==> src/rtl/ahb_apb_pkg.sv <==
// rtl/ahb_apb_pkg.sv - shared AHB/APB encodings and bridge state type
// Purpose: constants for AHB transfer/burst/response fields, the bridge
//          state encoding, and a helper deriving hsize from the data width.
// Ports:   none (package).
package ahb_apb_pkg;

  localparam logic [1:0] HTRANS_IDLE   = 2'b00;
  localparam logic [1:0] HTRANS_NONSEQ = 2'b10;

  localparam logic [2:0] HBURST_SINGLE = 3'b000;

  localparam logic       HRESP_OKAY    = 1'b0;
  localparam logic       HRESP_ERROR   = 1'b1;

  typedef enum logic [1:0] {
    BR_IDLE = 2'd0,
    BR_ADDR = 2'd1,
    BR_DATA = 2'd2,
    BR_RESP = 2'd3
  } br_state_t;

  // hsize encodes log2 of bytes per beat; every transfer is full bus width.
  function automatic logic [2:0] hsize_for(input int data_width);
    return 3'($clog2(data_width / 8));
  endfunction

endpackage

==> src/rtl/apb_ahb_bridge_if.sv <==
// rtl/apb_ahb_bridge_if.sv - APB completer + AHB-Lite initiator signal bundle
// Purpose: groups the APB-side and AHB-side bus signals of the bridge.
// Modports:
//   slave  - the bridge: APB completer inputs/outputs and AHB initiator outputs.
//   master - the environment: APB requester and AHB memory/responder.
// Signals: psel, penable, paddr, pwrite, pwdata, prdata, pready, pslverr,
//          haddr, htrans, hwrite, hsize, hburst, hwdata, hrdata, hready, hresp.
interface apb_ahb_bridge_if #(
  parameter int HADDR_WIDTH = 32,
  parameter int PADDR_WIDTH = 30,
  parameter int DATA_WIDTH  = 64
);

  logic                   psel;
  logic                   penable;
  logic [PADDR_WIDTH-1:0] paddr;
  logic                   pwrite;
  logic [DATA_WIDTH-1:0]  pwdata;
  logic [DATA_WIDTH-1:0]  prdata;
  logic                   pready;
  logic                   pslverr;

  logic [HADDR_WIDTH-1:0] haddr;
  logic [1:0]             htrans;
  logic                   hwrite;
  logic [2:0]             hsize;
  logic [2:0]             hburst;
  logic [DATA_WIDTH-1:0]  hwdata;
  logic [DATA_WIDTH-1:0]  hrdata;
  logic                   hready;
  logic                   hresp;

  modport slave (
    input  psel, penable, paddr, pwrite, pwdata,
    output prdata, pready, pslverr,
    output haddr, htrans, hwrite, hsize, hburst, hwdata,
    input  hrdata, hready, hresp
  );

  modport master (
    output psel, penable, paddr, pwrite, pwdata,
    input  prdata, pready, pslverr,
    input  haddr, htrans, hwrite, hsize, hburst, hwdata,
    output hrdata, hready, hresp
  );

endinterface

==> src/rtl/ahb_mst_if.sv <==
// rtl/ahb_mst_if.sv - single-transfer AHB-Lite initiator (address/data phases)
// Purpose: turns one request pulse into one NONSEQ transfer and reports
//          completion with the sampled read data and response.
// Ports:
//   hclk, hresetn           clock, asynchronous active-low reset
//   s_addr                  full AHB address, sampled with the request pulse
//   s_wrreq, s_rdreq        one-cycle request pulses (mutually exclusive)
//   s_wdata                 write data, sampled when the address phase ends
//   s_rdata, s_ack, s_error completion strobe with read data and error flag
//   htrans, haddr, hwrite,
//   hwdata                  registered AHB initiator outputs
//   hrdata, hready, hresp   AHB responder inputs
module ahb_mst_if
  import ahb_apb_pkg::*;
#(
  parameter int HADDR_WIDTH = 32,
  parameter int DATA_WIDTH  = 64
) (
  input  logic                   hclk,
  input  logic                   hresetn,
  input  logic [HADDR_WIDTH-1:0] s_addr,
  input  logic                   s_wrreq,
  input  logic                   s_rdreq,
  input  logic [DATA_WIDTH-1:0]  s_wdata,
  output logic [DATA_WIDTH-1:0]  s_rdata,
  output logic                   s_ack,
  output logic                   s_error,
  output logic [1:0]             htrans,
  output logic [HADDR_WIDTH-1:0] haddr,
  output logic                   hwrite,
  output logic [DATA_WIDTH-1:0]  hwdata,
  input  logic [DATA_WIDTH-1:0]  hrdata,
  input  logic                   hready,
  input  logic                   hresp
);

  br_state_t state;

  // Completion is flagged only when the data phase actually ends, so the
  // first (hready low) cycle of a two-cycle ERROR response is never seen.
  assign s_ack   = (state == BR_DATA) && hready;
  assign s_error = s_ack && (hresp == HRESP_ERROR);
  assign s_rdata = hrdata;

  always_ff @(posedge hclk or negedge hresetn) begin
    if (!hresetn) begin
      state  <= BR_IDLE;
      htrans <= HTRANS_IDLE;
      haddr  <= '0;
      hwrite <= 1'b0;
      hwdata <= '0;
    end else begin
      case (state)
        BR_IDLE: begin
          if (s_wrreq || s_rdreq) begin
            htrans <= HTRANS_NONSEQ;
            haddr  <= s_addr;
            hwrite <= s_wrreq;
            state  <= BR_ADDR;
          end
        end
        BR_ADDR: begin
          // Address-phase signals are held untouched while hready is low.
          if (hready) begin
            htrans <= HTRANS_IDLE;
            hwdata <= s_wdata;
            state  <= BR_DATA;
          end
        end
        BR_DATA: begin
          if (hready) begin
            state <= BR_IDLE;
          end
        end
        default: begin
          htrans <= HTRANS_IDLE;
          state  <= BR_IDLE;
        end
      endcase
    end
  end

endmodule

==> src/rtl/apb_ahb_bridge.sv <==
// rtl/apb_ahb_bridge.sv - APB completer to AHB-Lite initiator bridge
// Purpose: each APB transfer becomes exactly one full-width AHB SINGLE/NONSEQ
//          transfer; pready is held low until the AHB data phase completes.
//          Misaligned APB addresses are rejected without touching the AHB bus.
// Ports:
//   hclk     shared APB/AHB clock
//   hresetn  asynchronous active-low reset
//   bus      apb_ahb_bridge_if.slave: APB completer side (psel, penable,
//            paddr, pwrite, pwdata, prdata, pready, pslverr) and AHB
//            initiator side (haddr, htrans, hwrite, hsize, hburst, hwdata,
//            hrdata, hready, hresp)
module apb_ahb_bridge
  import ahb_apb_pkg::*;
#(
  parameter int HADDR_WIDTH = 32,
  parameter int PADDR_WIDTH = 30,
  parameter int DATA_WIDTH  = 64,
  parameter logic [HADDR_WIDTH-PADDR_WIDTH-1:0] HADDR_PREFIX = '0,
  parameter int STRB_WIDTH  = DATA_WIDTH / 8
) (
  input logic             hclk,
  input logic             hresetn,
  apb_ahb_bridge_if.slave bus
);

  // Low address bits that must be zero for a full-width beat.
  localparam logic [PADDR_WIDTH-1:0] ALIGN_MASK = PADDR_WIDTH'(STRB_WIDTH - 1);

  br_state_t             state;
  logic                  cap_write;
  logic [DATA_WIDTH-1:0] cap_wdata;

  logic                   setup;
  logic                   misaligned;
  logic                   start;
  logic [HADDR_WIDTH-1:0] s_addr;
  logic                   s_wrreq;
  logic                   s_rdreq;
  logic [DATA_WIDTH-1:0]  s_rdata;
  logic                   s_ack;
  logic                   s_error;

  // psel is only looked at in IDLE; a requester dropping it mid-transfer
  // cannot cut short the AHB transfer or the response pulse.
  assign setup      = (state == BR_IDLE) && bus.psel && !bus.penable;
  assign misaligned = (bus.paddr & ALIGN_MASK) != '0;
  assign start      = setup && !misaligned;

  // The initiator registers the address in the setup cycle so that NONSEQ
  // appears in the very next cycle.
  assign s_addr  = {HADDR_PREFIX, bus.paddr};
  assign s_wrreq = start && bus.pwrite;
  assign s_rdreq = start && !bus.pwrite;

  assign bus.hsize  = hsize_for(DATA_WIDTH);
  assign bus.hburst = HBURST_SINGLE;

  ahb_mst_if #(
    .HADDR_WIDTH (HADDR_WIDTH),
    .DATA_WIDTH  (DATA_WIDTH)
  ) u_ahb_mst (
    .hclk    (hclk),
    .hresetn (hresetn),
    .s_addr  (s_addr),
    .s_wrreq (s_wrreq),
    .s_rdreq (s_rdreq),
    .s_wdata (cap_wdata),
    .s_rdata (s_rdata),
    .s_ack   (s_ack),
    .s_error (s_error),
    .htrans  (bus.htrans),
    .haddr   (bus.haddr),
    .hwrite  (bus.hwrite),
    .hwdata  (bus.hwdata),
    .hrdata  (bus.hrdata),
    .hready  (bus.hready),
    .hresp   (bus.hresp)
  );

  // pready/pslverr are registers set on entry to RESP and cleared on the
  // following edge, giving a one-cycle pulse with no path from APB inputs.
  always_ff @(posedge hclk or negedge hresetn) begin
    if (!hresetn) begin
      state      <= BR_IDLE;
      cap_write  <= 1'b0;
      cap_wdata  <= '0;
      bus.prdata <= '0;
      bus.pready <= 1'b0;
      bus.pslverr <= 1'b0;
    end else begin
      bus.pready  <= 1'b0;
      bus.pslverr <= 1'b0;
      case (state)
        BR_IDLE: begin
          if (setup) begin
            cap_write <= bus.pwrite;
            cap_wdata <= bus.pwdata;
            if (misaligned) begin
              bus.pready  <= 1'b1;
              bus.pslverr <= 1'b1;
              state       <= BR_RESP;
            end else begin
              state <= BR_ADDR;
            end
          end
        end
        BR_ADDR: begin
          if (bus.hready) begin
            state <= BR_DATA;
          end
        end
        BR_DATA: begin
          if (s_ack) begin
            bus.pready  <= 1'b1;
            bus.pslverr <= s_error;
            // Reads load prdata even on ERROR; writes leave it untouched.
            if (!cap_write) begin
              bus.prdata <= s_rdata;
            end
            state <= BR_RESP;
          end
        end
        BR_RESP: begin
          state <= BR_IDLE;
        end
        default: begin
          state <= BR_IDLE;
        end
      endcase
    end
  end

endmodule

==> src/flat_wrapper.sv <==
// flat-port wrapper written by rule: the top's interface ports become plain ports
module apb_ahb_bridge_flat import ahb_apb_pkg::*;
#(
  parameter int HADDR_WIDTH = 32,
  parameter int PADDR_WIDTH = 30,
  parameter int DATA_WIDTH  = 64,
  parameter logic [HADDR_WIDTH-PADDR_WIDTH-1:0] HADDR_PREFIX = '0,
  parameter int STRB_WIDTH  = DATA_WIDTH / 8
)
  (hclk, hresetn, bus_psel, bus_penable, bus_paddr, bus_pwrite, bus_pwdata, bus_prdata, bus_pready, bus_pslverr, bus_haddr, bus_htrans, bus_hwrite, bus_hsize, bus_hburst, bus_hwdata, bus_hrdata, bus_hready, bus_hresp);
  apb_ahb_bridge_if #(.HADDR_WIDTH(HADDR_WIDTH), .PADDR_WIDTH(PADDR_WIDTH), .DATA_WIDTH(DATA_WIDTH)) bus_i ();
  input logic hclk;
  input logic hresetn;
  input wire logic [$bits(bus_i.psel)-1:0] bus_psel;
  input wire logic [$bits(bus_i.penable)-1:0] bus_penable;
  input wire logic [$bits(bus_i.paddr)-1:0] bus_paddr;
  input wire logic [$bits(bus_i.pwrite)-1:0] bus_pwrite;
  input wire logic [$bits(bus_i.pwdata)-1:0] bus_pwdata;
  output wire logic [$bits(bus_i.prdata)-1:0] bus_prdata;
  output wire logic [$bits(bus_i.pready)-1:0] bus_pready;
  output wire logic [$bits(bus_i.pslverr)-1:0] bus_pslverr;
  output wire logic [$bits(bus_i.haddr)-1:0] bus_haddr;
  output wire logic [$bits(bus_i.htrans)-1:0] bus_htrans;
  output wire logic [$bits(bus_i.hwrite)-1:0] bus_hwrite;
  output wire logic [$bits(bus_i.hsize)-1:0] bus_hsize;
  output wire logic [$bits(bus_i.hburst)-1:0] bus_hburst;
  output wire logic [$bits(bus_i.hwdata)-1:0] bus_hwdata;
  input wire logic [$bits(bus_i.hrdata)-1:0] bus_hrdata;
  input wire logic [$bits(bus_i.hready)-1:0] bus_hready;
  input wire logic [$bits(bus_i.hresp)-1:0] bus_hresp;
  assign bus_i.psel = bus_psel;
  assign bus_i.penable = bus_penable;
  assign bus_i.paddr = bus_paddr;
  assign bus_i.pwrite = bus_pwrite;
  assign bus_i.pwdata = bus_pwdata;
  assign bus_prdata = bus_i.prdata;
  assign bus_pready = bus_i.pready;
  assign bus_pslverr = bus_i.pslverr;
  assign bus_haddr = bus_i.haddr;
  assign bus_htrans = bus_i.htrans;
  assign bus_hwrite = bus_i.hwrite;
  assign bus_hsize = bus_i.hsize;
  assign bus_hburst = bus_i.hburst;
  assign bus_hwdata = bus_i.hwdata;
  assign bus_i.hrdata = bus_hrdata;
  assign bus_i.hready = bus_hready;
  assign bus_i.hresp = bus_hresp;
  apb_ahb_bridge #(.HADDR_WIDTH(HADDR_WIDTH), .PADDR_WIDTH(PADDR_WIDTH), .DATA_WIDTH(DATA_WIDTH), .HADDR_PREFIX(HADDR_PREFIX), .STRB_WIDTH(STRB_WIDTH)) u_core (.hclk(hclk), .hresetn(hresetn), .bus(bus_i));
endmodule
==> config.mk <==
export PLATFORM = sky130hd
export DESIGN_NAME = apb_ahb_bridge_flat
export DESIGN_NICKNAME = d
export VERILOG_FILES = /design/src/rtl/ahb_apb_pkg.sv /design/src/rtl/apb_ahb_bridge_if.sv /design/src/rtl/ahb_mst_if.sv /design/src/rtl/apb_ahb_bridge.sv /design/src/flat_wrapper.sv
export SDC_FILE = /design/constraint.sdc
export NUM_CORES = 1
export LEC_CHECK = 0
export BUFFER_PORTS_ARGS = -buffer_cell sky130_fd_sc_hd__buf_2
export CAP_MARGIN = 20
export CORE_UTILIZATION = 53
export DETAILED_ROUTE_END_ITERATION = 7
export PLACE_DENSITY = 0.87
export SLEW_MARGIN = 20
export SYNTH_ARGS = -nofsm -noshare
export SYNTH_HDL_FRONTEND = slang
export SYNTH_SLANG_ARGS = --single-unit
==> constraint.sdc <==
create_clock -name hclk -period 3.5 [get_ports hclk]
set_clock_uncertainty 0.1 [all_clocks]
set_input_delay 0.175 -clock hclk [delete_from_list [all_inputs] [get_ports hclk]]
set_output_delay 0.175 -clock hclk [all_outputs]
set_load 0.1 [all_outputs]
# == Word-level counts from Yosys, hierarchy flattened ==
# Index checks and enable logic that the tools add are counted.
# Widths: inputs -> output; s select.
# word_totals
reg_bits,232
input_bits,165
output_inout_bits,171
word_cells,61
# classes
eq_ne,11
mux,16
bitwise,2
reduce_logical,21
# ops
cell,count
$reduce_bool 30->1,1
$mux 2,7
$pmux 2 s3,2
$reduce_and 3->1,4
$ne 2x2->1 const B,5
$pmux 2 s4,1
$logic_and 1x1->1,7
$eq 2x2->1 const B,3
$reduce_and 2->1,3
$eq 2x1->1 const B,2
$logic_not 2->1,2
$mux 1,4
$pmux 1 s2,2
$logic_not 1->1,3
$ne 2x1->1 const B,1
$not 1->1,2
$logic_or 1x1->1,1

# == Depth between registers and ports, before layout ==
# Gate-level depths: netlist of run 1.
# depth
word_depth,8
ltp_mapped,6
ltp_nobuf,5

# == Modules after synthesis ==
# Synthesis of run 1 repeated with hierarchy kept, for this count alone.
# hier_totals
hier_cells,595
hier_area_um2,9948.3
# modules_own_cells
mod,n_inst,cells_each,area_each_um2,seq_area_each_um2
apb_ahb_bridge,1,307,5378.9,3328.2
ahb_mst_if,1,288,4569.4,2502.4

# == Worst setup path after synthesis of run 1 ==
# No wires, ideal clock.
# synth_timing
path_kind,reg2reg
startpoint,register u_core.state[0]
endpoint,register u_core.u_ahb_mst.haddr[10]
setup_time_ns,0.125
t_arrival_ns,1.671
required_ns,3.275
path_slack_ns,1.603
stages_incl_launch_ff,7
path_buffers,1
period_less_slack_ns,1.897
cell_sequence,dfrtp_1 > inv_1 > ha_1 > nand3b_2 > nor4_4 > buf_6 > mux2_2
# synth_between
elab_chain_cells,7
elab_cells_between_ends,8
classes_between,reduce/logical: 8
# synth_rtl
element,line,source
start: declaration,apb_ahb_bridge.sv:29,br_state_t state;
start signal: assignment,apb_ahb_bridge.sv:84,state <= BR_IDLE;
start signal: assignment,apb_ahb_bridge.sv:101,state <= BR_RESP;
start signal: assignment,apb_ahb_bridge.sv:103,state <= BR_ADDR;
$logic_not 2->1 *,apb_ahb_bridge.sv:45,assign setup = (state == BR_IDLE) && bus.psel && !bus.penable;
$logic_and 1x1->1 * (2 in a row),apb_ahb_bridge.sv:45,
$logic_and 1x1->1 *,apb_ahb_bridge.sv:47,assign start = setup && !misaligned;
$logic_and 1x1->1 (on tied branches),"apb_ahb_bridge.sv:52, apb_ahb_bridge.sv:53",
$logic_or 1x1->1 *,ahb_mst_if.sv:55,if (s_wrreq || s_rdreq) begin
$reduce_and 2->1 (no line) *,-,
end signal: assignment,ahb_mst_if.sv:57,haddr <= s_addr;
end: declaration,ahb_mst_if.sv:29,"output logic [HADDR_WIDTH-1:0] haddr,"
# Every way passes the cells marked *; elsewhere a longest branch is shown, timed or not.
# A chain may end at the register's enable or synchronous reset.

# == Worst setup path after layout of run 1 ==
# layout_timing
startpoint,register u_core.state[0]
endpoint,register u_core.u_ahb_mst.state[0]
# layout_between
elab_chain_cells,8
elab_cells_between_ends,9
classes_between,eq/ne: 1; reduce/logical: 8
# layout_rtl
element,line,source
$logic_not 2->1 *,apb_ahb_bridge.sv:45,
$logic_and 1x1->1 * (2 in a row),apb_ahb_bridge.sv:45,
$logic_and 1x1->1 *,apb_ahb_bridge.sv:47,
$logic_and 1x1->1 (on tied branches),"apb_ahb_bridge.sv:52, apb_ahb_bridge.sv:53",
$logic_or 1x1->1 *,ahb_mst_if.sv:55,
$ne 2x2->1 (no line) *,-,
$reduce_and 3->1 (no line) *,-,
end signal: assignment,ahb_mst_if.sv:59,state <= BR_ADDR;
end signal: assignment,ahb_mst_if.sv:67,state <= BR_DATA;
end signal: assignment,ahb_mst_if.sv:72,state <= BR_IDLE;
end: declaration,ahb_mst_if.sv:37,br_state_t state;
# Marked as above.

==> run metrics, run 1 <==
portion of netlist area occupied by mux cells around 29%; Gate power share roughly half; Final Hold Fails 0; non-filler instance count after layout about 1300; gr ovfl total 0; largest family of logic cells by synthesized area multiplexers; post-synthesis compound-gate area fraction less than 1%; crit path from u_core.state[0]; r2r startpoint u_core.state[0]; cells after synthesis 522; Flop pwr share 31.6%; Nets 1192; P_sw 6830 uW; yosys warns 0; syn avg cell area between 15 and 20 um2; post-synthesis sequential area ratio 65.8%; # resized after CTS 0; Clock Path Buffers 3; RR Endpoint u_core.u_ahb_mst.state[0]; post-route DRC violation count 0; leakage dissipation 0.00696 uW; crit path time final 2.70 ns; Vias between 6000 and 7000; area of the core about 0.016 mm2; setup TNS 0 ns; RSZ-0062 raised after global routing no; IO Port Bufs 326; most frequent cells in the layout buf_2, dfrtp_1, mux2_2, dlygate4sd3_1, clkbuf_16; num ports between 300 and 400; worst slew pin tran 0.906 ns; Max-Cap Viols 0; Die X-Extent approximately 130 um; Cell variety after synth 29; Final ANT Viol Nets 0; Sw Ratio between 50% and 60%; Clk pwr share about a fifth; PwrDens around 1000 mW/mm2; most common cell after layout, fill and taps aside buf_2; routability cong. approximately 0.74; DP Wirelength 13.7 mm; Pint around 6400 uW; Max-slew headroom around two fifths; initial antenna violation count 2; CTS tree yes; final setup fails 0; initial core utilization 54.9%; Setup crit end u_core.u_ahb_mst.state[0]; Startpoint Class flop; worst endpoint data arrival time 3.03 ns; Rows 46; 1st-iter DRT viols 320; critical path endpoint category flop; Worst Hold Class primary input to flop; first-pass GRT wire length around 40 mm; largest net degree at the start of global routing 110; fmax between 300 and 400 MHz; Reg2Reg Setup Slack ~0.8 ns; xor/xnor share of the synthesized area 0%; drt total wl 27.2 mm; Inst Count DP ~1000; Die H ~130 um; Vias/cell 5.19; crit path max fanout 4; vias in the first global route 7115; WS Path Type flop to flop; CTS Root Cell clkbuf_16; fraction of the mapped netlist area in simple logic gates approximately 1.6%; die area 0.0171 mm2; synthesized area around 0.009 mm2; Peak VDD IR 0.881 mV; wire per inst 21.6 um; CTS H-tree depth 1; clock-pin slew on the worst setup and hold paths 0.06 ns; area delta synth->final 48.1%; Final period util 77.1%; worst-case reg-to-reg path depth 7; post-synthesis adder-cell area fraction less than 1%; #FFs+latches synth between 200 and 250; first-pass iteration count of the detailed router 4; fin. max-slew vios 0; Clock Sinks ~230; status finished, final reports clean; Num CTS Buffers 24; clk_lat worst skew 0.50 ns; Required @ worst endpoint 3.83 ns; GRT Total Usage 31.5%; share of cells above drive strength 1 roughly 56%
[worst max-delay path, cell delays in order, from the launching register on]
cell and delay, ns:
dfrtp_1 0.38, inv_1 0.13, ha_1 0.25, nand3b_4 0.12, dlygate4sd3_1 0.59, or3_1 0.35, dlygate4sd3_1 0.56, a21oi_1 0.14
[worst min path at each step]
stage                 start                   end  slack (ns)  depth (start not counted)
2_1_floorplan       hresetn  u_core.bus.prdata[0]       -0.22                          0
3_3_place_gp        hresetn  u_core.cap_wdata[56]        0.18                          1
3_5_place_dp        hresetn   u_core.cap_wdata[1]        0.19                          1
4_1_cts        bus_paddr[2]       u_core.state[1]        0.06                          4
5_1_grt         bus_penable       u_core.state[0]         0.1                          4
6_report        bus_penable       u_core.state[0]        0.07                          4
[state kept, by name, indices dropped and copies added, names as in the netlist]
name	flops
u_core.u_ahb_mst.haddr	30
u_core.bus.pslverr	1
u_core.u_ahb_mst.hwrite	1
u_core.bus.prdata	64
u_core.u_ahb_mst.hwdata	64
u_core.bus.pready	1
u_core.cap_write	1
u_core.u_ahb_mst.state	2
u_core.state	2
u_core.u_ahb_mst.htrans	1
u_core.cap_wdata	64
[routing by layer]
metal | GRT usage [%] | vias up | share of wire, %
li1 | - | 2830 | -
met1 | 33.5 | 3254 | 35
met2 | 56.1 | 336 | 51
met3 | 9.93 | 99 | 8.4
met4 | 16.6 | 0 | 4.9
met5 | 0 | - | 0
[power by group through the flow]
stage,sequential [uW],clock [uW],combinational (uW)
final,4180,2470,6560
after global placement,4060,0,6230
after floorplan,8250,0,1070
after detailed placement,4130,0,6310
after global routing,4270,2600,6730
after CTS,4090,2460,6480
[logic make-up (layout without fill, tap and decap cells)]
family	Yosys count	after routing
simple gates	18	18
buf+inv	36	546
fa+ha+maj	4	4
flops	231	231
mux	223	223
compound gates	8	8
other cells	2	11
[what timing repair did]
action,4_1_cts,5_1_grt
hold buffers,167,0
setup endpoints to repair,0,0
setup buffers,0,0
hold endpoints to repair,268,0
[final cells by class]
cell class,instances,area (um2)
inverter,4,15.0
clock buffer,33,696
tap,216,270
timing repair buffer,500,3380
multi-input combinational,262,2800
clock inverter,9,60.1
sequential,231,5780
fill,801,3000
antenna,2,5.00
[synth_stat cells]
cell      count  share of area (%)
or4_1         1              0.086
o22ai_1       1              0.071
nand3b_2      1               0.13
buf_6         3               0.38
mux2i_1       1               0.11
or3_1         1              0.071
nand2b_1      2               0.14
a221oi_1      1               0.10
nand2_1       1              0.043
buf_4        20                1.7
buf_2         4               0.23
nor2_4        1               0.13
nor2_1        3               0.13
mux2_2      210                 27
nor2b_1       3               0.21
inv_1         4               0.17
nor3_1        1              0.057
or3_4         1               0.13
dfrtp_1     231                 66
buf_1         5               0.21
nor4_4        1               0.24
mux2_1       12                1.5
o21ai_0       3               0.17
nand4b_2      1               0.17
a21oi_1       2               0.11
nand3b_1      1              0.086
o21ba_2       1               0.11
ha_1          4               0.57
conb_1        2              0.086
[stage by stage]
stage          area (um2)  worst slack, ns  total power [uW]  hold WS [ns]  util (%)
2_1_floorplan        8800             1.60              9320        -0.221         -
3_3_place_gp        10600             1.20             10300         0.180      66.0
3_5_place_dp        10600             1.15             10400         0.185      66.0
4_1_cts             13000            0.816             13000        0.0561      81.2
5_1_grt             13000            0.710             13600        0.0962      81.2
6_report            13000            0.800             13200        0.0710      81.2
Note: power is estimated with default switching activity, not from simulation.
==> run 2: changes to the inputs <==
--- a/config.mk
+++ b/config.mk
@@ -7,9 +7,9 @@
 export LEC_CHECK = 0
 export BUFFER_PORTS_ARGS = -buffer_cell sky130_fd_sc_hd__buf_2
 export CAP_MARGIN = 20
-export CORE_UTILIZATION = 53
+export CORE_UTILIZATION = 49
 export DETAILED_ROUTE_END_ITERATION = 7
-export PLACE_DENSITY = 0.87
+export PLACE_DENSITY = 0.81
 export SLEW_MARGIN = 20
 export SYNTH_ARGS = -nofsm -noshare
 export SYNTH_HDL_FRONTEND = slang
==> constraint.sdc (replaced) <==
create_clock -name hclk -period 2.49 [get_ports hclk]
set_clock_uncertainty 0.1 [all_clocks]
set_input_delay 0.1245 -clock hclk [delete_from_list [all_inputs] [get_ports hclk]]
set_output_delay 0.1245 -clock hclk [all_outputs]
set_load 0.1 [all_outputs]
==> run 2 against run 1 <==
Against the previous run:
- total power rose by 43%
- global-route usage down 3.7 points
- combinational power is 40% higher
- via count down 1.9%
- final area grew 1.4%
- worst hold slack lost 0.037 ns
- sequential share of layout area shrank 0.60 points
- cell count grew 0.80%
- wire length down 6.0%
- critical path type unchanged
==> run metrics, run 2 (synthesis results as in run 1) <==
fillers 974 (+22%); crit path time final 2.17 ns (-0.533 ns); worst endpoint data arrival time 2.45 ns (-0.58 ns); WS Path Type flop to flop; Setup WS post-layout 0.324 ns (-0.477 ns); fin. max-slew vios 0 (unchanged); PwrDens 1430 mW/mm2 (+41%); # resized after CTS 0 (unchanged); critical path's largest stage delay 0.38 ns (-0.21 ns); CTS tree yes; largest net degree at the start of global routing 84 (-24%); Sequential Area 0.00578 mm2 (unchanged); clk_lat worst skew 0.50 ns (about the same); Max-Cap Viols 0 (unchanged); Num CTS Buffers 24 (unchanged); wire per inst 20.2 um (-6.8%); leakage dissipation 0.00706 uW (+1.4%); Vias/cell 5.05 (-2.7%); area delta synth->final 50.1%; Worst Hold Class primary input to flop; worst slew pin tran 0.662 ns (-0.245 ns); final setup fails 0 (unchanged); first-pass iteration count of the detailed router 4 (unchanged); Die H 136 um (+3.9%); post-route DRC violation count 0 (unchanged); die area 0.0185 mm2 (+8.0%); dpl ws 0.325 ns (-0.827 ns); gr ovfl total 0 (unchanged); vias in the first global route 7139 (+0.34%); share of cells above drive strength 1 57.1% (+0.56 points); area of the core 0.0174 mm2 (+8.9%); initial antenna violation count 2 (unchanged); status finished, final reports clean; Die X-Extent 136 um (+3.9%); most frequent cells in the layout buf_2, dfrtp_1, mux2_2, dlygate4sd3_1, clkbuf_16; first-pass GRT wire length 38.8 mm (-2.5%); non-filler instance count after layout 1267 (+0.80%); Critical-path top delay cell dfrtp_1; routability cong. 0.823 (+10%); most common cell after layout, fill and taps aside buf_2; critical path endpoint category flop; initial core utilization 50.4% (-4.5 points); Final Hold Fails 0 (unchanged); GRT Total Usage 27.8% (-3.7 points); RSZ-0062 raised after global routing no; clock-pin slew on the worst setup and hold paths 0.06 ns (about the same); multi-input logic area 0.00280 mm2 (unchanged); Required @ worst endpoint 2.78 ns (-1.05 ns); Rows 48 (+4.3%); Top Registers u_core.bus.prdata x64, u_core.cap_wdata x64, u_core.u_ahb_mst.hwdata x64; Peak VDD IR 1.26 mV (+43%); Final ANT Viol Nets 0 (unchanged); Final period util 87.0% (+9.9 points); Clock Path Buffers 3 (unchanged); drt total wl 25.5 mm (-6.0%); Inst Count DP 1058 (+1.1%); Clock Sinks 231 (unchanged); Nets 1192 (unchanged); fmax 462 MHz (+25%); CTS Root Cell clkbuf_16; num ports 336 (unchanged); DP Wirelength 14.3 mm (+4.8%); Startpoint Class flop; Final Hold Slack 0.0343 ns (-0.0367 ns); crit path max fanout 31 (+27); setup TNS 0 ns (unchanged); Vias 6394 (-1.9%); hold path cells 4 (unchanged); 1st-iter DRT viols 220 (-31%); IO Port Bufs 326 (unchanged); Core Util, Final 75.7% (-5.6 points); worst-case reg-to-reg path depth 6 (-1); crit path cell chain inv_1 -> ha_1 -> nand3b_4 -> nor4_4 -> buf_12 -> mux2_2; Max-slew headroom 55.9% (+16 points); CTS H-tree depth 1 (unchanged)
## run 2: cell count changes in the layout (fill, tap and decap cells not counted), sizes merged
| cell | delta |
|---|---|
| buf | +3 |
| bufinv | +3 |
| clkbuf | +1 |
| clkinv | +3 |
| clkinvlp | -3 |
| diode | -1 |
| dlygate4sd3 | -3 |
| inv | -2 |
## run 2: worst paths after layout
path / from / end / slack, ns
setup / recovery: u_core.state[0] / u_core.u_ahb_mst.haddr[16] / 0.32
hold reg to reg: u_core.bus.prdata[6] / u_core.bus.prdata[6] / 0.38
max in group asynchronous: hresetn / u_core.u_ahb_mst.haddr[17] / 1.44
setup reg to reg: u_core.state[0] / u_core.u_ahb_mst.haddr[16] / 0.32
hold / removal: bus_paddr[2] / u_core.state[1] / 0.03
min in group asynchronous: hresetn / u_core.cap_wdata[58] / 0.10
## run 2: power by group
part           switching, uW  internal, uW  leakage [uW]
Clock                   1470          2350      0.000431
Combinational           7290          1900       0.00359
Sequential               730          5110       0.00304
## run 2: area by class of cell
class | instances | share of cell area [%]
sequential | 231 | 43.9
timing repair buffer | 500 | 26.1
multi-input combinational | 262 | 21.2
clock buffer | 34 | 5.53
tap | 225 | 2.14
clock inverter | 10 | 0.978
inverter | 4 | 0.114
antenna | 1 | 0.0190
## run 2: worst max-delay path: cells and delay by family, from the launching register on
family	cells	cell delay [ns]
adder cells (fa/ha/maj)	1	0.23
flip-flops	1	0.38
multiplexers	1	0.38
buffers and inverters	2	0.37
AND/OR/NAND/NOR	2	0.57
## run 2: repair_timing
action,4_1_cts,5_1_grt
hold buffers,164,0
buffers inserted,0,0
hold endpoints to repair,300,0
## run 2: routing by layer
layer | share of wire, % | global-route usage [%] | vias to the layer above
met5 | 0.051 | 1.11 | -
met4 | 5.6 | 16.7 | 2
met3 | 8.6 | 8.20 | 93
met2 | 50 | 48.1 | 316
met1 | 36 | 29.9 | 3163
li1 | - | - | 2820
## run 2: stage by stage
| stage | cell area [um2] | total power (uW) |
|---|---|---|
| after floorplan | 8800 | 13100 |
| after global placement | 10700 | 14500 |
| after detailed placement | 10700 | 14700 |
| after CTS | 13200 | 18800 |
| after global routing | 13200 | 19500 |
| final | 13200 | 18900 |
